[src/rtl/lsu_pkg.sv]
// Shared types and constants for the load/store unit: FSM states, RV32I
// width codes and the access legality check.
package lsu_pkg;

    typedef enum logic [1:0] {
        ST_IDLE   = 2'd0,
        ST_ACCESS = 2'd1,
        ST_WRITE  = 2'd2,
        ST_RESP   = 2'd3
    } lsu_state_e;

    localparam logic [2:0] F3_B  = 3'b000;
    localparam logic [2:0] F3_H  = 3'b001;
    localparam logic [2:0] F3_W  = 3'b010;
    localparam logic [2:0] F3_BU = 3'b100;
    localparam logic [2:0] F3_HU = 3'b101;

    // Misaligned address, undefined width code, or unsigned-width store.
    function automatic logic access_err(input logic       wr,
                                        input logic [2:0] f3,
                                        input logic [1:0] off);
        logic err_s;
        case (f3)
            F3_B:    err_s = 1'b0;
            F3_H:    err_s = off[0];
            F3_HU:   err_s = off[0] | wr;
            F3_W:    err_s = (off != 2'b00);
            F3_BU:   err_s = wr;
            default: err_s = 1'b1;
        endcase
        return err_s;
    endfunction

endpackage

[src/rtl/lsu_align.sv]
// Byte-lane datapath: extracts and extends load data from a memory word and
// merges sub-word store data into the previously read word.
module lsu_align
    import lsu_pkg::*;
(
    input  logic [31:0] mem_word,
    input  logic [1:0]  offset,
    input  logic [2:0]  funct3,
    input  logic [31:0] wdata,
    output logic [31:0] load_data,
    output logic [31:0] store_word
);

    logic [7:0]  byte_s;
    logic [15:0] half_s;

    // Lane selection and load extension.
    always_comb begin
        byte_s = mem_word[{offset, 3'b000} +: 8];
        if (offset[1]) begin
            half_s = mem_word[31:16];
        end else begin
            half_s = mem_word[15:0];
        end
        case (funct3)
            F3_B:    load_data = {{24{byte_s[7]}}, byte_s};
            F3_BU:   load_data = {24'h000000, byte_s};
            F3_H:    load_data = {{16{half_s[15]}}, half_s};
            F3_HU:   load_data = {16'h0000, half_s};
            F3_W:    load_data = mem_word;
            default: load_data = 32'h0000_0000;
        endcase
    end

    // Store merge: only the addressed lane changes.
    always_comb begin
        store_word = mem_word;
        case (funct3)
            F3_B: store_word[{offset, 3'b000} +: 8] = wdata[7:0];
            F3_H: begin
                if (offset[1]) begin
                    store_word[31:16] = wdata[15:0];
                end else begin
                    store_word[15:0] = wdata[15:0];
                end
            end
            F3_W:    store_word = wdata;
            default: store_word = mem_word;
        endcase
    end

endmodule

[src/rtl/load_store_unit.sv]
// RV32I load/store unit: one request at a time, valid/ready on both CPU sides,
// read-modify-write for byte and halfword stores.
module load_store_unit
    import lsu_pkg::*;
#(
    parameter int ADDR_W = 32,
    parameter int DATA_W = 32
) (
    input  logic              clk,
    input  logic              rst,
    input  logic              req_valid,
    output logic              req_ready,
    input  logic              req_write,
    input  logic [2:0]        req_funct3,
    input  logic [ADDR_W-1:0] req_addr,
    input  logic [31:0]       req_wdata,
    output logic              rsp_valid,
    input  logic              rsp_ready,
    output logic [31:0]       rsp_rdata,
    output logic              rsp_err,
    output logic [ADDR_W-1:0] mem_addr,
    output logic              mem_write_en,
    output logic [31:0]       mem_write_data,
    input  logic [31:0]       mem_read_data
);

    lsu_state_e        state_r;
    logic [1:0]        off_r;
    logic [2:0]        f3_r;
    logic              write_r;
    logic [31:0]       wdata_r;
    logic [31:0]       rsp_rdata_r;
    logic              rsp_err_r;
    logic [ADDR_W-1:0] mem_addr_r;
    logic [31:0]       mem_write_data_r;
    logic [31:0]       load_data_s;
    logic [31:0]       store_word_s;
    logic              word_store_s;

    lsu_align u_align (
        .mem_word   (mem_read_data),
        .offset     (off_r),
        .funct3     (f3_r),
        .wdata      (wdata_r),
        .load_data  (load_data_s),
        .store_word (store_word_s)
    );

    assign word_store_s   = write_r & (f3_r == F3_W);
    assign req_ready      = (state_r == ST_IDLE);
    assign rsp_valid      = (state_r == ST_RESP);
    assign rsp_rdata      = rsp_rdata_r;
    assign rsp_err        = rsp_err_r;
    assign mem_addr       = mem_addr_r;
    assign mem_write_data = mem_write_data_r;
    // Gated by rst so a write pending at the reset edge never reaches memory.
    assign mem_write_en   = ~rst & (((state_r == ST_ACCESS) & word_store_s) |
                                    (state_r == ST_WRITE));

    // Control FSM with registered response and memory-side outputs.
    always_ff @(posedge clk) begin
        if (rst) begin
            state_r          <= ST_IDLE;
            off_r            <= 2'b00;
            f3_r             <= 3'b000;
            write_r          <= 1'b0;
            wdata_r          <= 32'h0000_0000;
            rsp_rdata_r      <= 32'h0000_0000;
            rsp_err_r        <= 1'b0;
            mem_addr_r       <= '0;
            mem_write_data_r <= 32'h0000_0000;
        end else begin
            case (state_r)
                ST_IDLE: begin
                    if (req_valid) begin
                        off_r   <= req_addr[1:0];
                        f3_r    <= req_funct3;
                        write_r <= req_write;
                        wdata_r <= req_wdata;
                        if (access_err(req_write, req_funct3, req_addr[1:0])) begin
                            rsp_err_r   <= 1'b1;
                            rsp_rdata_r <= 32'h0000_0000;
                            state_r     <= ST_RESP;
                        end else begin
                            mem_addr_r       <= {req_addr[ADDR_W-1:2], 2'b00};
                            mem_write_data_r <= req_write ? req_wdata : 32'h0000_0000;
                            state_r          <= ST_ACCESS;
                        end
                    end else begin
                        state_r <= ST_IDLE;
                    end
                end
                ST_ACCESS: begin
                    if (write_r && !word_store_s) begin
                        mem_write_data_r <= store_word_s;
                        state_r          <= ST_WRITE;
                    end else begin
                        rsp_rdata_r      <= write_r ? 32'h0000_0000 : load_data_s;
                        rsp_err_r        <= 1'b0;
                        mem_addr_r       <= '0;
                        mem_write_data_r <= 32'h0000_0000;
                        state_r          <= ST_RESP;
                    end
                end
                ST_WRITE: begin
                    rsp_rdata_r      <= 32'h0000_0000;
                    rsp_err_r        <= 1'b0;
                    mem_addr_r       <= '0;
                    mem_write_data_r <= 32'h0000_0000;
                    state_r          <= ST_RESP;
                end
                ST_RESP: begin
                    if (rsp_ready) begin
                        rsp_rdata_r <= 32'h0000_0000;
                        rsp_err_r   <= 1'b0;
                        state_r     <= ST_IDLE;
                    end else begin
                        state_r <= ST_RESP;
                    end
                end
                default: begin
                    state_r <= ST_IDLE;
                end
            endcase
        end
    end

endmodule

[config.mk]
export PLATFORM = sky130hd
export DESIGN_NAME = load_store_unit
export DESIGN_NICKNAME = d
export VERILOG_FILES = /design/src/rtl/lsu_pkg.sv /design/src/rtl/lsu_align.sv /design/src/rtl/load_store_unit.sv
export SDC_FILE = /design/constraint.sdc
export NUM_CORES = 1
export LEC_CHECK = 0
export ABC_AREA = 1
export BUFFER_PORTS_ARGS = -buffer_cell sky130_fd_sc_hd__buf_2
export CORE_ASPECT_RATIO = 1.1
export CORE_MARGIN = 4
export CORE_UTILIZATION = 45
export DETAILED_ROUTE_END_ITERATION = 16
export GPL_TIMING_DRIVEN = 0
export PLACE_DENSITY = 0.78
export SLEW_MARGIN = 0
export SYNTH_ARGS = -nofsm -noshare
export SYNTH_HDL_FRONTEND = slang
export SYNTH_HIERARCHICAL = 1
export SYNTH_SLANG_ARGS = --single-unit
export TNS_END_PERCENT = 5
[constraint.sdc]
create_clock -name clk -period 2.75 [get_ports clk]
set_input_delay 0.55 -clock clk [delete_from_list [all_inputs] [get_ports clk]]
set_output_delay 0.55 -clock clk [all_outputs]
set_load 0.005 [all_outputs]
==> impl_results.html, run 1 <==
<table>
<tr><th>Metric</th><th>Value</th></tr>
<tr><th colspan="2">Setup path</th></tr>
<tr><td>Launching point of the worst reg2reg path</td><td>off_r[0]</td></tr>
<tr><td>Critical path, cell by cell</td><td>inv_1, clkbuf_2, ha_2, inv_1, nand2_1, o21ai_0, nand2_1, nand3_1, nand2_1, o21ai_0, nor2_1, nor2_1</td></tr>
<tr><td>Family with the most delay on the worst path</td><td>simple AND/OR/NAND/NOR gates</td></tr>
<tr><td>Setup Crit Path Kind</td><td>flip-flop to flip-flop</td></tr>
<tr><td>Crit path top cell by count</td><td>sky130_fd_sc_hd__nand2_1</td></tr>
<tr><td>Setup slack on the worst flop-to-flop path</td><td>roughly 0.15 ns</td></tr>
<tr><td>Endpoint of the lowest-slack register-to-register path</td><td>mem_write_data[0]</td></tr>
<tr><td>CP max stage cell</td><td>sky130_fd_sc_hd__dfxtp_1</td></tr>
<tr><td>Req. time, crit path</td><td>approximately 3.1 ns</td></tr>
<tr><td>Critical path startpoint</td><td>off_r[0]</td></tr>
<tr><td>Number of buffers and inverters on the critical path</td><td>3</td></tr>
<tr><td>Peak fanout along the critical path</td><td>12</td></tr>
<tr><td>Kind of start point of the critical path</td><td>flip-flop</td></tr>
<tr><td>Count of cells along the worst register-to-register path</td><td>12</td></tr>
<tr><td>Delay of the slowest critical-path stage</td><td>between 0.4 and 0.5 ns</td></tr>
<tr><td>Nature of the critical path endpoint</td><td>flip-flop</td></tr>
<tr><td>Data arrival time of the critical path</td><td>2.96 ns</td></tr>
<tr><th colspan="2">Clock network</th></tr>
<tr><td>Clock buffers created by TritonCTS</td><td>17</td></tr>
<tr><td>Clock transition at the registers of the reported paths</td><td>about 0.06 ns</td></tr>
<tr><td>Setup Fix Bufs, Post-CTS</td><td>0</td></tr>
<tr><td>Sink Count</td><td>about 140</td></tr>
<tr><td>Clk buf depth</td><td>2</td></tr>
<tr><td>Clock tree from TritonCTS</td><td>yes</td></tr>
<tr><td>H-tree levels</td><td>4</td></tr>
<tr><td>Later-pin clock latency in the skew report</td><td>approximately 0.43 ns</td></tr>
<tr><td>Root buf cell</td><td>sky130_fd_sc_hd__clkbuf_16</td></tr>
<tr><th colspan="2">Finish</th></tr>
<tr><td>Commonest non-fill, non-tap cell in the layout</td><td>sky130_fd_sc_hd__nand2_1</td></tr>
<tr><td>Share of layout cells above drive strength 1</td><td>approximately 17%</td></tr>
<tr><td>Synth-to-layout area growth</td><td>21.38%</td></tr>
<tr><td>Top library cells by usage in the layout, fill and taps aside</td><td>sky130_fd_sc_hd__nand2_1 (468), sky130_fd_sc_hd__nor2_1 (335), sky130_fd_sc_hd__buf_2 (240)</td></tr>
<tr><td>Number of nets in the final layout</td><td>about 1900</td></tr>
<tr><td>Final std cell area, no fill</td><td>10710 um^2</td></tr>
<tr><td>Fill cell instance count of the final layout</td><td>between 2000 and 2500</td></tr>
<tr><th colspan="2">Yosys</th></tr>
<tr><td>Unique masters post-synth</td><td>28</td></tr>
<tr><td>Synth top area share</td><td>just over 30%</td></tr>
<tr><td>Sequential-to-total area share from yosys stat</td><td>30.62%</td></tr>
<tr><td>Multiplexer fraction of the synthesized cell area</td><td>0%</td></tr>
<tr><td>Average size of a mapped cell</td><td>approximately 5.6 um^2</td></tr>
<tr><td>Simple-gate share of the synthesized area</td><td>between 40 and 50%</td></tr>
<tr><td>Synth Cell Area</td><td>roughly 9000 um^2</td></tr>
<tr><td>Count of mapped cells out of synthesis</td><td>1571</td></tr>
<tr><td>Number of register bits inferred by synthesis</td><td>between 100 and 150</td></tr>
<tr><td>Ys Warns</td><td>6</td></tr>
<tr><td>Fraction of the mapped netlist area in compound gates</td><td>10.11%</td></tr>
<tr><td>Xor/xnor share of the synthesized area</td><td>0%</td></tr>
<tr><td>Area leader, netlist</td><td>sky130_fd_sc_hd__dfxtp_1</td></tr>
<tr><td>Largest cells by area after synthesis</td><td>sky130_fd_sc_hd__dfxtp_1 (31%), sky130_fd_sc_hd__nand2_1 (20%), sky130_fd_sc_hd__nor2_1 (14%)</td></tr>
<tr><td>Post-synthesis adder-cell area fraction</td><td>between 1 and 1.5%</td></tr>
<tr><td>Dominant combinational cell family by area after synthesis</td><td>simple AND/OR/NAND/NOR gates</td></tr>
<tr><th colspan="2">STA</th></tr>
<tr><td>Final Critical Period</td><td>between 2 and 3 ns</td></tr>
<tr><td>Post-Route Skew</td><td>slightly below 0.01 ns</td></tr>
<tr><td>Endpoints failing setup</td><td>0</td></tr>
<tr><td>Hold Worst Slack</td><td>around 0.37 ns</td></tr>
<tr><td>Setup repair after global routing missed its margin</td><td>false</td></tr>
<tr><td>Final worst slack</td><td>around 0.15 ns</td></tr>
<tr><td>Tightest Pin Transition</td><td>0.6490 ns</td></tr>
<tr><td>Achievable clock frequency</td><td>0.3847 GHz</td></tr>
<tr><td>Share of the clock period used by the worst path</td><td>a little over nine tenths</td></tr>
<tr><td>Worst slew margin relative to its limit</td><td>between 50 and 60%</td></tr>
<tr><td>Number of failing hold endpoints at the final stage</td><td>0</td></tr>
<tr><td>Number of max-slew violations in the final report</td><td>0</td></tr>
<tr><th colspan="2">Placement</th></tr>
<tr><td>Worst slack at placement</td><td>-0.2151 ns</td></tr>
<tr><td>Count of input and output buffers</td><td>between 200 and 250</td></tr>
<tr><td>Last weighted congestion value of the routability-driven placer</td><td>1.003</td></tr>
<tr><td>Detail Placement HPWL</td><td>25930 um</td></tr>
<tr><td>Area after DPL</td><td>just over 10000 um^2</td></tr>
<tr><th colspan="2">Drt</th></tr>
<tr><td>Average wire per standard cell</td><td>16.07 um</td></tr>
<tr><td>Routed via count divided by cell count</td><td>approximately 5.2</td></tr>
<tr><td>Drt pass-1 iters</td><td>6</td></tr>
<tr><td>Residual DRC</td><td>0</td></tr>
<tr><td>Via count</td><td>~11000</td></tr>
<tr><td>Count of antenna-violating nets left after detailed routing</td><td>0</td></tr>
<tr><td>Initial DRC Count</td><td>915</td></tr>
<tr><td>Post-Route WL</td><td>about 33000 um</td></tr>
<tr><th colspan="2">Power and ir drop</th></tr>
<tr><td>Leakage</td><td>around 5.7 nW</td></tr>
<tr><td>Post-layout power</td><td>~8.3 mW</td></tr>
<tr><td>Worst vdd rail ir drop</td><td>approximately 440 uV</td></tr>
<tr><td>Power density cells</td><td>between 700 and 800 nW/um^2</td></tr>
<tr><th colspan="2">Worst hold path</th></tr>
<tr><td>Min-delay src</td><td>rst</td></tr>
<tr><td>Hold crit path type</td><td>input port to flip-flop</td></tr>
<tr><td>Worst min-delay path endpoint</td><td>rsp_err</td></tr>
<tr><td>Worst Hold Path Cells</td><td>2</td></tr>
<tr><th colspan="2">Global routing</th></tr>
<tr><td>Via count of the first global-routing pass</td><td>9820</td></tr>
<tr><td>Initial antenna violation count</td><td>0</td></tr>
<tr><td>Total global routing overflow</td><td>0</td></tr>
<tr><td>Overall track demand over capacity in global routing</td><td>29.03%</td></tr>
<tr><td>First-pass GRT wire length</td><td>slightly above 50000 um</td></tr>
<tr><td>Largest net degree at the start of global routing</td><td>20</td></tr>
<tr><th colspan="2">Floorplanning</th></tr>
<tr><td>Die X-Extent</td><td>around 140 um</td></tr>
<tr><td>Placeable Area</td><td>19160 um^2</td></tr>
<tr><td>Height of the die</td><td>about 150 um</td></tr>
<tr><td>Effective utilization at floorplan</td><td>between 40 and 50%</td></tr>
<tr><td>Total die area</td><td>around 22000 um^2</td></tr>
<tr><td>I/O Pins</td><td>a little over 200</td></tr>
<tr><td>FP Rows</td><td>53</td></tr>
<tr><th colspan="2">Run</th></tr>
<tr><td>Count of maximum capacitance violations</td><td>0</td></tr>
<tr><th colspan="2">Status</th></tr>
<tr><td>Result of the run</td><td>finished clean</td></tr>
</table>
cell usage after synthesis, drive strengths merged:
cell and count:
clkbuf 47, nand3 127, a21oi 52, conb 1, o21ai 97, nand4 28, nor2 342, inv 180
nand3b 1, o311a 1, clkinv 3, o211ai 7, ha 10, o22ai 11, dfxtp 135, buf 55
nand2 474
report_power, final:
group	leakage [nW]	total, mW	switching, mW	internal (mW)
Combinational	4.33	3.47	2.26	1.21
Clock	0.271	2.26	0.994	1.27
Sequential	1.12	2.61	0.260	2.35
Total	5.72	8.34	3.52	4.82
worst register-to-register path: stages, from the launching register on:
cell and delay (ns):
sky130_fd_sc_hd__dfxtp_1 0.44, sky130_fd_sc_hd__inv_1 0.11, sky130_fd_sc_hd__clkbuf_2 0.25, sky130_fd_sc_hd__ha_2 0.43, sky130_fd_sc_hd__inv_1 0.11, sky130_fd_sc_hd__nand2_1 0.18
sky130_fd_sc_hd__o21ai_0 0.20, sky130_fd_sc_hd__nand2_1 0.07, sky130_fd_sc_hd__nand3_1 0.18, sky130_fd_sc_hd__nand2_1 0.07, sky130_fd_sc_hd__o21ai_0 0.31, sky130_fd_sc_hd__nor2_1 0.09
sky130_fd_sc_hd__nor2_1 0.11
registers in the layout, indices dropped and copies added, names as in the netlist:
register / count
mem_write_data: 32
f3_r: 3
wdata_r: 32
write_r: 1
rsp_err: 1
state_r: 2
mem_addr: 30
off_r: 2
rsp_rdata: 32
worst max-delay path by stage:
| stage | end | slack [ns] | depth (start not counted) |
|---|---|---|---|
| 6_report | mem_write_data[0] | 0.15 | 12 |
| 5_1_grt | mem_write_data[0] | 0.003 | 12 |
| 4_1_cts | mem_write_data[9] | 0.06 | 11 |
| 3_3_place_gp | mem_write_data[0] | -0.23 | 13 |
| 2_1_floorplan | mem_write_data[15] | 0.64 | 12 |
| 3_5_place_dp | mem_write_data[0] | -0.22 | 13 |
kinds of logic (layout without fill, tap and decap cells):
kind of cell	count (synthesis)	after routing
other	1	3
flip-flops	135	135
buffers and inverters	285	516
adder cells (fa/ha/maj)	10	10
AO/OA/AOI/OAI	168	168
AND/OR/NAND/NOR	972	972
metal layers:
| metal | share of wire, % | track usage, % | up-vias |
|---|---|---|---|
| met1 | 40 | 36.75 | 4710 |
| met3 | 9.5 | 5.042 | 104 |
| met5 | 0 | 0 | - |
| met2 | 46 | 48.33 | 526 |
| li1 | - | - | 5280 |
| met4 | 4.6 | 12.98 | 0 |
through the flow:
stage | TNS (ns) | utilization, % | cells
after floorplan | 0 | - | 1572
after global placement | -1.475 | 52.93 | 2020
after detailed placement | -1.690 | 52.93 | 2020
after CTS | 0 | 55.89 | 2051
after global routing | 0 | 55.89 | 2050
final | 0 | 55.90 | 2051
cell type report:
type | instances | area [um^2] | share of cell area [%]
Multi-Input combinational cell | 1152 | 4951 | 46.22
Sequential cell | 135 | 2703 | 25.23
Timing Repair Buffer | 201 | 1006 | 9.390
Inverter | 183 | 686.9 | 6.412
Buffer | 100 | 485.5 | 4.532
Clock buffer | 18 | 429.2 | 4.006
Tap cell | 247 | 309.0 | 2.885
Clock inverter | 14 | 140.1 | 1.308
Antenna cell | 1 | 2.502 | 0.02336
what timing repair did:
item                                    CTS  global route
endpoints found under the setup margin   24            24
hold buffers                              0             0
gates resized for setup                   1             1
Note: power is estimated with default switching activity, not from simulation.
==> run 2: changes to the inputs <==
Settings changed: PLACE_DENSITY 0.78 to 0.79, SYNTH_HIERARCHICAL 1 to unset.
==> impl_results.html, run 2 <==
<table>
<tr><th>Metric</th><th>Value</th></tr>
<tr><th colspan="2">STA</th></tr>
<tr><td>Fin Setup TNS</td><td>0 ns (unchanged)</td></tr>
<tr><td>Number of max-slew violations in the final report</td><td>0 (unchanged)</td></tr>
<tr><td>Setup repair after global routing missed its margin</td><td>false (unchanged)</td></tr>
<tr><td>Number of failing hold endpoints at the final stage</td><td>0 (unchanged)</td></tr>
<tr><td>Share of the clock period used by the worst path</td><td>91.83% (was 94.53%)</td></tr>
<tr><td>Endpoints failing setup</td><td>0 (unchanged)</td></tr>
<tr><td>Tightest Pin Transition</td><td>0.6693 ns (was 0.6490 ns)</td></tr>
<tr><td>Post-Route Skew</td><td>0.007681 ns (was 0.009715 ns)</td></tr>
<tr><td>Worst slew margin relative to its limit</td><td>55.21% (was 56.73%)</td></tr>
<tr><td>Final Critical Period</td><td>2.525 ns (was 2.600 ns)</td></tr>
<tr><td>Achievable clock frequency</td><td>0.3960 GHz (was 0.3847 GHz)</td></tr>
<tr><td>Final worst slack</td><td>0.2246 ns (was 0.1504 ns)</td></tr>
<tr><td>Hold Worst Slack</td><td>0.3826 ns (was 0.3701 ns)</td></tr>
<tr><th colspan="2">Finish</th></tr>
<tr><td>Synth-to-layout area growth</td><td>24.34% (was 21.38%)</td></tr>
<tr><td>Number of nets in the final layout</td><td>1641 (was 1904)</td></tr>
<tr><td>Top library cells by usage in the layout, fill and taps aside</td><td>sky130_fd_sc_hd__nand2_1 (409), sky130_fd_sc_hd__buf_2 (220), sky130_fd_sc_hd__nor2_1 (181) (was sky130_fd_sc_hd__nand2_1 (468), sky130_fd_sc_hd__nor2_1 (335), sky130_fd_sc_hd__buf_2 (240))</td></tr>
<tr><td>Layout Cells excl Fill</td><td>1775 (was 2051)</td></tr>
<tr><td>Final std cell area, no fill</td><td>9727 um^2 (was 10710 um^2)</td></tr>
<tr><td>Core occupancy in the finished layout</td><td>57.16% (was 55.90%)</td></tr>
<tr><td>Share of layout cells above drive strength 1</td><td>18.36% (was 17.14%)</td></tr>
<tr><td>Commonest non-fill, non-tap cell in the layout</td><td>sky130_fd_sc_hd__nand2_1 (unchanged)</td></tr>
<tr><td>Final antenna diode count</td><td>0 (was 1)</td></tr>
<tr><td>Fill cell instance count of the final layout</td><td>1731 (was 2005)</td></tr>
<tr><th colspan="2">Yosys</th></tr>
<tr><td>Number of register bits inferred by synthesis</td><td>135 (unchanged)</td></tr>
<tr><td>Sequential-to-total area share from yosys stat</td><td>34.55% (was 30.62%)</td></tr>
<tr><td>EDFF count, synth</td><td>0 (unchanged)</td></tr>
<tr><td>Ys Warns</td><td>0 (was 6)</td></tr>
<tr><td>Area leader, netlist</td><td>sky130_fd_sc_hd__dfxtp_1 (unchanged)</td></tr>
<tr><td>Unique masters post-synth</td><td>27 (was 28)</td></tr>
<tr><td>Average size of a mapped cell</td><td>5.985 um^2 (was 5.618 um^2)</td></tr>
<tr><td>Most numerous cell types in the synthesized netlist</td><td>sky130_fd_sc_hd__nand2_1 (409), sky130_fd_sc_hd__nor2_1 (183), sky130_fd_sc_hd__a21oi_1 (169), sky130_fd_sc_hd__dfxtp_1 (135), sky130_fd_sc_hd__inv_1 (129) (was sky130_fd_sc_hd__nand2_1 (468), sky130_fd_sc_hd__nor2_1 (335), sky130_fd_sc_hd__inv_1 (172), sky130_fd_sc_hd__dfxtp_1 (135), sky130_fd_sc_hd__nand3_1 (126))</td></tr>
<tr><td>Synth Cell Area</td><td>7823 um^2 (was 8826 um^2)</td></tr>
<tr><td>Largest cells by area after synthesis</td><td>sky130_fd_sc_hd__dfxtp_1 (35%), sky130_fd_sc_hd__nand2_1 (20%), sky130_fd_sc_hd__a21oi_1 (11%) (was sky130_fd_sc_hd__dfxtp_1 (31%), sky130_fd_sc_hd__nand2_1 (20%), sky130_fd_sc_hd__nor2_1 (14%))</td></tr>
<tr><td>Most instantiated library cell after synthesis</td><td>sky130_fd_sc_hd__nand2_1 (unchanged)</td></tr>
<tr><td>Predominant post-synthesis flop cell</td><td>sky130_fd_sc_hd__dfxtp_1 (unchanged)</td></tr>
<tr><td>Synth top area share</td><td>34.55% (was 30.62%)</td></tr>
<tr><td>Async set or reset register ratio after synthesis</td><td>0% (unchanged)</td></tr>
<tr><td>Count of mapped cells out of synthesis</td><td>1307 (was 1571)</td></tr>
<tr><th colspan="2">Clock network</th></tr>
<tr><td>Later-pin clock latency in the skew report</td><td>0.44 ns (was 0.43 ns)</td></tr>
<tr><td>Clock buffers created by TritonCTS</td><td>17 (unchanged)</td></tr>
<tr><td>Clk buf depth</td><td>2 (unchanged)</td></tr>
<tr><td>Clock transition at the registers of the reported paths</td><td>0.06 ns (about the same)</td></tr>
<tr><td>Number of buffers added to fix hold violations after cts</td><td>0 (unchanged)</td></tr>
<tr><td>Clock tree from TritonCTS</td><td>yes (unchanged)</td></tr>
<tr><td>H-tree levels</td><td>4 (unchanged)</td></tr>
<tr><td>Root buf cell</td><td>sky130_fd_sc_hd__clkbuf_16 (unchanged)</td></tr>
<tr><td>Sink Count</td><td>135 (unchanged)</td></tr>
<tr><th colspan="2">Placement</th></tr>
<tr><td>Post-Place Cells</td><td>1743 (was 2020)</td></tr>
<tr><td>Count of input and output buffers</td><td>201 (unchanged)</td></tr>
<tr><td>Detail Placement HPWL</td><td>22170 um (was 25930 um)</td></tr>
<tr><td>Area after DPL</td><td>9125 um^2 (was 10140 um^2)</td></tr>
<tr><td>Worst slack at placement</td><td>-0.2070 ns (was -0.2151 ns)</td></tr>
<tr><td>Last weighted congestion value of the routability-driven placer</td><td>0.9974 (was 1.003)</td></tr>
<tr><th colspan="2">Setup path</th></tr>
<tr><td>Data arrival time of the critical path</td><td>1.98 ns (was 2.96 ns)</td></tr>
<tr><td>Number of buffers and inverters on the critical path</td><td>4 (was 3)</td></tr>
<tr><td>Crit path top cell by count</td><td>sky130_fd_sc_hd__buf_2 (was sky130_fd_sc_hd__nand2_1)</td></tr>
<tr><td>Req. time, crit path</td><td>2.20 ns (was 3.11 ns)</td></tr>
<tr><td>Setup slack on the worst flop-to-flop path</td><td>0.27 ns (was 0.15 ns)</td></tr>
<tr><td>Family with the most delay on the worst path</td><td>buffers and inverters (was simple AND/OR/NAND/NOR gates)</td></tr>
<tr><td>Peak fanout along the critical path</td><td>10 (was 12)</td></tr>
<tr><td>Setup Crit Path Kind</td><td>flip-flop to output port (was flip-flop to flip-flop)</td></tr>
<tr><td>Delay of the slowest critical-path stage</td><td>0.34 ns (was 0.44 ns)</td></tr>
<tr><td>Kind of start point of the critical path</td><td>flip-flop (unchanged)</td></tr>
<tr><td>Nature of the critical path endpoint</td><td>output port (was flip-flop)</td></tr>
<tr><td>Critical path, cell by cell</td><td>nor2_2, nand2_2, buf_6, inv_4, buf_2, nand2_1, a21oi_1, buf_2 (was inv_1, clkbuf_2, ha_2, inv_1, nand2_1, o21ai_0, nand2_1, nand3_1, nand2_1, o21ai_0, nor2_1, nor2_1)</td></tr>
<tr><td>CP max stage cell</td><td>sky130_fd_sc_hd__dfxtp_1 (unchanged)</td></tr>
<tr><th colspan="2">Global routing</th></tr>
<tr><td>Total global routing overflow</td><td>0 (unchanged)</td></tr>
<tr><td>Overall track demand over capacity in global routing</td><td>28.23% (was 29.03%)</td></tr>
<tr><td>First-pass GRT wire length</td><td>44010 um (was 50750 um)</td></tr>
<tr><td>Initial antenna violation count</td><td>4 (was 0)</td></tr>
<tr><td>Largest net degree at the start of global routing</td><td>17 (was 20)</td></tr>
<tr><td>Via count of the first global-routing pass</td><td>8277 (was 9820)</td></tr>
<tr><th colspan="2">Worst hold path</th></tr>
<tr><td>Hold crit path type</td><td>input port to flip-flop (unchanged)</td></tr>
<tr><th colspan="2">Power and ir drop</th></tr>
<tr><td>Post-layout power</td><td>6.580 mW (was 8.338 mW)</td></tr>
<tr><td>Leakage</td><td>4.869 nW (was 5.715 nW)</td></tr>
<tr><td>Worst vdd rail ir drop</td><td>455.8 uV (was 442.2 uV)</td></tr>
<tr><td>Power density cells</td><td>676.5 nW/um^2 (was 778.3 nW/um^2)</td></tr>
<tr><th colspan="2">Drt</th></tr>
<tr><td>Met3 WL</td><td>2181 um (was 3124 um)</td></tr>
<tr><td>Drt pass-1 iters</td><td>6 (unchanged)</td></tr>
<tr><td>Residual DRC</td><td>0 (unchanged)</td></tr>
<tr><td>Average wire per standard cell</td><td>15.78 um (was 16.07 um)</td></tr>
<tr><td>Count of antenna-violating nets left after detailed routing</td><td>0 (unchanged)</td></tr>
<tr><td>Post-Route M1 WL</td><td>11880 um (was 13230 um)</td></tr>
<tr><td>Met2 WL post-DR</td><td>12750 um (was 15090 um)</td></tr>
<tr><td>Initial DRC Count</td><td>811 (was 915)</td></tr>
<tr><td>Uppermost layer routed</td><td>met5 (was met4)</td></tr>
<tr><td>Routed via count divided by cell count</td><td>5.103 (was 5.178)</td></tr>
<tr><td>Post-Route WL</td><td>28000 um (was 32960 um)</td></tr>
<tr><td>Via count</td><td>9058 (was 10620)</td></tr>
<tr><th colspan="2">Run</th></tr>
<tr><td>Count of maximum capacitance violations</td><td>0 (unchanged)</td></tr>
<tr><th colspan="2">Status</th></tr>
<tr><td>Result of the run</td><td>finished clean (unchanged)</td></tr>
<tr><th colspan="2">Floorplanning</th></tr>
<tr><td>Die X-Extent</td><td>133.7 um (was 141.5 um)</td></tr>
<tr><td>Total die area</td><td>19560 um^2 (was 21920 um^2)</td></tr>
<tr><td>FP Rows</td><td>50 (was 53)</td></tr>
<tr><td>Placeable Area</td><td>17020 um^2 (was 19160 um^2)</td></tr>
<tr><td>I/O Pins</td><td>204 (unchanged)</td></tr>
<tr><td>Height of the die</td><td>146.3 um (was 154.9 um)</td></tr>
<tr><td>Effective utilization at floorplan</td><td>45.97% (was 46.05%)</td></tr>
</table>
-- run 2: tightest hold or removal path: stages --
cell and delay [ns]:
sky130_fd_sc_hd__buf_2 0.08, sky130_fd_sc_hd__o21ai_0 0.07, sky130_fd_sc_hd__nor2_1 0.08
-- run 2: repair_timing --
action | 4_1_cts | 5_1_grt
cloned | 0 | 0
buffers inserted | 0 | 0
setup endpoints to repair | 8 | 11
resized for setup | 2 | 4
-- run 2: path summary, 6_finish.rpt --
| path | start | to | depth (start not counted) |
|---|---|---|---|
| worst min-delay path | req_wdata[11] | wdata_r[11] | 3 |
| worst max-delay path | f3_r[2] | mem_write_en | 8 |
| worst min register to register | wdata_r[24] | wdata_r[24] | 2 |
| worst max register to register | off_r[1] | mem_write_data[12] | 12 |
-- run 2: kinds of logic (layout without fill, tap and decap cells) --
family / after synthesis / after routing / share of synthesized area (%)
and+or+nand+nor: 679 / 679 / 34.42
AOI/OAI and AO/OA: 269 / 269 / 18.36
buffers and inverters: 214 / 447 / 11.18
DFF: 135 / 135 / 34.55
adders and majority gates: 9 / 9 / 1.440
other: 1 / 2 / 0.04794
-- run 2: per-layer routing --
metal / vias to the layer above / GRT usage (%)
met2: 412 / 44.24
met1: 4008 / 37.19
met3: 85 / 6.582
li1: 4547 / -
met5: - / 0
met4: 6 / 12.24
-- run 2: cell type report --
class | count | area (um^2) | share of cell area (%)
Inverter | 137 | 516.7 | 5.313
Buffer | 77 | 359.1 | 3.692
Multi-Input combinational cell | 959 | 4264 | 43.84
Tap cell | 234 | 292.8 | 3.010
Clock buffer | 17 | 425.4 | 4.374
Timing Repair Buffer | 201 | 1006 | 10.34
Clock inverter | 15 | 160.2 | 1.647
Sequential cell | 135 | 2703 | 27.78
-- run 2: power breakdown --
part | total [mW] | internal, mW | switching, mW
registers | 2.32 | 2.18 | 0.135
clock network | 2.29 | 1.28 | 1.00
logic | 1.98 | 0.673 | 1.30
total | 6.58 | 4.14 | 2.44
==> run 3: changes to the inputs <==
Settings changed: CORE_MARGIN 4 to 2, CTS_BUF_LIST set to sky130_fd_sc_hd__clkbuf_4 sky130_fd_sc_hd__clkbuf_8.
==> impl_results.html, run 3 (synthesis results as in run 2) <==
<table>
<tr><th>Metric</th><th>Value</th></tr>
<tr><th colspan="2">STA</th></tr>
<tr><td>Worst slew margin relative to its limit</td><td>50.06% (was 55.21%)</td></tr>
<tr><td>Number of max-slew violations in the final report</td><td>0 (unchanged)</td></tr>
<tr><td>Share of the clock period used by the worst path</td><td>93.05% (was 91.83%)</td></tr>
<tr><td>Post-Route Skew</td><td>0.009244 ns (was 0.007681 ns)</td></tr>
<tr><td>Setup repair after global routing missed its margin</td><td>false (unchanged)</td></tr>
<tr><td>Endpoints failing setup</td><td>0 (unchanged)</td></tr>
<tr><td>Final Critical Period</td><td>2.559 ns (was 2.525 ns)</td></tr>
<tr><td>Tightest Pin Transition</td><td>0.7464 ns (was 0.6693 ns)</td></tr>
<tr><td>Number of failing hold endpoints at the final stage</td><td>0 (unchanged)</td></tr>
<tr><td>Fin Setup TNS</td><td>0 ns (unchanged)</td></tr>
<tr><td>Achievable clock frequency</td><td>0.3908 GHz (was 0.3960 GHz)</td></tr>
<tr><td>Hold Worst Slack</td><td>0.3572 ns (was 0.3826 ns)</td></tr>
<tr><td>Final worst slack</td><td>0.1911 ns (was 0.2246 ns)</td></tr>
<tr><th colspan="2">Clock network</th></tr>
<tr><td>Post-cts resize count</td><td>2 (unchanged)</td></tr>
<tr><td>Setup Fix Bufs, Post-CTS</td><td>0 (unchanged)</td></tr>
<tr><td>Sink Count</td><td>135 (unchanged)</td></tr>
<tr><td>Clk buf depth</td><td>2 (unchanged)</td></tr>
<tr><td>H-tree levels</td><td>4 (unchanged)</td></tr>
<tr><td>Later-pin clock latency in the skew report</td><td>0.47 ns (was 0.44 ns)</td></tr>
<tr><td>Root buf cell</td><td>sky130_fd_sc_hd__clkbuf_8 (was sky130_fd_sc_hd__clkbuf_16)</td></tr>
<tr><td>Clock transition at the registers of the reported paths</td><td>0.08 ns (was 0.06 ns)</td></tr>
<tr><td>Number of buffers added to fix hold violations after cts</td><td>0 (unchanged)</td></tr>
<tr><td>Clock buffers created by TritonCTS</td><td>17 (unchanged)</td></tr>
<tr><td>Clock tree from TritonCTS</td><td>yes (unchanged)</td></tr>
<tr><th colspan="2">Floorplanning</th></tr>
<tr><td>FP Rows</td><td>50 (unchanged)</td></tr>
<tr><td>Placeable Area</td><td>17020 um^2 (unchanged)</td></tr>
<tr><td>Height of the die</td><td>142.3 um (was 146.3 um)</td></tr>
<tr><td>Effective utilization at floorplan</td><td>45.97% (unchanged)</td></tr>
<tr><td>Total die area</td><td>18460 um^2 (was 19560 um^2)</td></tr>
<tr><td>Die X-Extent</td><td>129.7 um (was 133.7 um)</td></tr>
<tr><td>I/O Pins</td><td>204 (unchanged)</td></tr>
<tr><th colspan="2">Power and ir drop</th></tr>
<tr><td>Power share of the sequential group</td><td>38.6% (was 35.2%)</td></tr>
<tr><td>Switching portion of total power</td><td>38.76% (was 37.11%)</td></tr>
<tr><td>Sw Pwr</td><td>2.326 mW (was 2.442 mW)</td></tr>
<tr><td>Combinational share of power</td><td>33.2% (was 30.0%)</td></tr>
<tr><td>Cell-internal power</td><td>3.676 mW (was 4.138 mW)</td></tr>
<tr><td>Power density cells</td><td>629.1 nW/um^2 (was 676.5 nW/um^2)</td></tr>
<tr><td>Clk network pwr share</td><td>28.3% (was 34.8%)</td></tr>
<tr><td>Post-layout power</td><td>6.001 mW (was 6.580 mW)</td></tr>
<tr><td>Worst vdd rail ir drop</td><td>333.5 uV (was 455.8 uV)</td></tr>
<tr><td>Leakage</td><td>4.794 nW (was 4.869 nW)</td></tr>
<tr><th colspan="2">Finish</th></tr>
<tr><td>Share of layout cells above drive strength 1</td><td>18.36% (unchanged)</td></tr>
<tr><td>Commonest non-fill, non-tap cell in the layout</td><td>sky130_fd_sc_hd__nand2_1 (unchanged)</td></tr>
<tr><td>Top library cells by usage in the layout, fill and taps aside</td><td>sky130_fd_sc_hd__nand2_1 (409), sky130_fd_sc_hd__buf_2 (220), sky130_fd_sc_hd__nor2_1 (181) (unchanged)</td></tr>
<tr><td>Core occupancy in the finished layout</td><td>56.07% (was 57.16%)</td></tr>
<tr><td>Final std cell area, no fill</td><td>9540 um^2 (was 9727 um^2)</td></tr>
<tr><td>Number of nets in the final layout</td><td>1641 (unchanged)</td></tr>
<tr><td>Synth-to-layout area growth</td><td>21.96% (was 24.34%)</td></tr>
<tr><td>Final antenna diode count</td><td>0 (unchanged)</td></tr>
<tr><td>Layout Cells excl Fill</td><td>1775 (unchanged)</td></tr>
<tr><th colspan="2">Setup path</th></tr>
<tr><td>Req. time, crit path</td><td>2.20 ns (about the same)</td></tr>
<tr><td>Setup slack on the worst flop-to-flop path</td><td>0.25 ns (was 0.27 ns)</td></tr>
<tr><td>Critical path, cell by cell</td><td>nor2_2, nand2_2, buf_6, inv_4, buf_2, nand2_1, a21oi_1, buf_2 (unchanged)</td></tr>
<tr><td>Endpoint of the lowest-slack register-to-register path</td><td>mem_write_data[12] (unchanged)</td></tr>
<tr><td>CP max stage cell</td><td>sky130_fd_sc_hd__dfxtp_1 (unchanged)</td></tr>
<tr><td>Peak fanout along the critical path</td><td>10 (unchanged)</td></tr>
<tr><td>Critical Path Stages</td><td>8 (unchanged)</td></tr>
<tr><td>Count of cells along the worst register-to-register path</td><td>12 (unchanged)</td></tr>
<tr><td>Data arrival time of the critical path</td><td>2.01 ns (was 1.98 ns)</td></tr>
<tr><td>Setup Crit Path Kind</td><td>flip-flop to output port (unchanged)</td></tr>
<tr><td>Number of buffers and inverters on the critical path</td><td>4 (unchanged)</td></tr>
<tr><td>Delay of the slowest critical-path stage</td><td>0.37 ns (was 0.34 ns)</td></tr>
<tr><td>Nature of the critical path endpoint</td><td>output port (unchanged)</td></tr>
<tr><td>Crit path top cell by count</td><td>sky130_fd_sc_hd__buf_2 (unchanged)</td></tr>
<tr><td>Launching point of the worst reg2reg path</td><td>off_r[1] (unchanged)</td></tr>
<tr><td>Family with the most delay on the worst path</td><td>buffers and inverters (unchanged)</td></tr>
<tr><td>Kind of start point of the critical path</td><td>flip-flop (unchanged)</td></tr>
<tr><th colspan="2">Drt</th></tr>
<tr><td>Residual DRC</td><td>0 (unchanged)</td></tr>
<tr><td>Routed via count divided by cell count</td><td>5.135 (was 5.103)</td></tr>
<tr><td>Average wire per standard cell</td><td>15.76 um (was 15.78 um)</td></tr>
<tr><td>Via count</td><td>9114 (was 9058)</td></tr>
<tr><td>Drt pass-1 iters</td><td>5 (was 6)</td></tr>
<tr><td>Post-Route WL</td><td>27970 um (was 28000 um)</td></tr>
<tr><td>Initial DRC Count</td><td>812 (was 811)</td></tr>
<tr><td>Count of antenna-violating nets left after detailed routing</td><td>0 (unchanged)</td></tr>
<tr><th colspan="2">Run</th></tr>
<tr><td>Count of maximum capacitance violations</td><td>0 (unchanged)</td></tr>
<tr><th colspan="2">Global routing</th></tr>
<tr><td>Largest net degree at the start of global routing</td><td>17 (unchanged)</td></tr>
<tr><td>Total global routing overflow</td><td>0 (unchanged)</td></tr>
<tr><td>Via count of the first global-routing pass</td><td>8138 (was 8277)</td></tr>
<tr><td>Initial antenna violation count</td><td>0 (was 4)</td></tr>
<tr><td>First-pass GRT wire length</td><td>42470 um (was 44010 um)</td></tr>
<tr><td>Overall track demand over capacity in global routing</td><td>29.80% (was 28.23%)</td></tr>
<tr><th colspan="2">Placement</th></tr>
<tr><td>Last weighted congestion value of the routability-driven placer</td><td>0.9951 (was 0.9974)</td></tr>
<tr><td>Area after DPL</td><td>9125 um^2 (unchanged)</td></tr>
<tr><td>Post-Place Cells</td><td>1743 (unchanged)</td></tr>
<tr><td>Detail Placement HPWL</td><td>21890 um (was 22170 um)</td></tr>
<tr><td>Count of input and output buffers</td><td>201 (unchanged)</td></tr>
<tr><td>Worst slack at placement</td><td>-0.1399 ns (was -0.2070 ns)</td></tr>
<tr><th colspan="2">Status</th></tr>
<tr><td>Result of the run</td><td>finished clean (unchanged)</td></tr>
<tr><th colspan="2">Worst hold path</th></tr>
<tr><td>Min-delay src</td><td>req_write (was req_wdata[11])</td></tr>
<tr><td>Worst min-delay path endpoint</td><td>write_r (was wdata_r[11])</td></tr>
<tr><td>Worst Hold Path Cells</td><td>3 (unchanged)</td></tr>
<tr><td>Hold crit path type</td><td>input port to flip-flop (unchanged)</td></tr>
</table>
-- run 3: cell types whose count changed in the layout (fill, tap and decap cells not counted), sizes merged --
cell      delta
clkinv       +4
inv          -3
bufinv       +1
clkinvlp     -2
-- run 3: area by class of cell --
cell class	instances	area [um^2]
inverter	137	516.7
buffer	77	359.1
timing repair buffer	201	1006
sequential	135	2703
tap	234	292.8
fill	1741	7476
multi-input combinational	959	4264
clock buffer	17	234.0
clock inverter	15	165.2
-- run 3: layer usage --
layer  global-route usage (%)  vias to the layer above  part of all wire (%)
met1                    38.08                     4088                    43
met5                        0                        -                     0
li1                         -                     4542                     -
met2                    48.11                      408                    46
met4                    13.98                        0                   4.2
met3                    5.977                       76                   7.5
-- run 3: worst max path at each step --
stage                         from                  to  slack, ns
final                      f3_r[0]        mem_write_en       0.19
after global routing      off_r[1]  mem_write_data[12]       0.05
after CTS                 off_r[1]  mem_write_data[13]       0.09
after detailed placement  off_r[1]  mem_write_data[12]      -0.14
after global placement    off_r[1]  mem_write_data[13]      -0.20
after floorplan           off_r[1]  mem_write_data[10]       0.47
-- run 3: worst register-to-register path: cells and delay by family, from the launching register on --
kind,cells,cell delay [ns]
AO/OA/AOI/OAI,1,0.13
buffers and inverters,4,0.76
flip-flops,1,0.36
AND/OR/NAND/NOR,6,0.86
adder cells (fa/ha/maj),1,0.33
-- run 3: power groups by stage --
stage | sequential [mW] | clock [mW] | combinational (mW)
floorplan | 2.34 | 0 | 1.26
global placement | 2.35 | 0 | 1.91
detailed placement | 2.35 | 0 | 1.94
CTS | 2.31 | 1.72 | 1.95
global route | 2.34 | 1.80 | 2.23
finish | 2.32 | 1.70 | 1.99
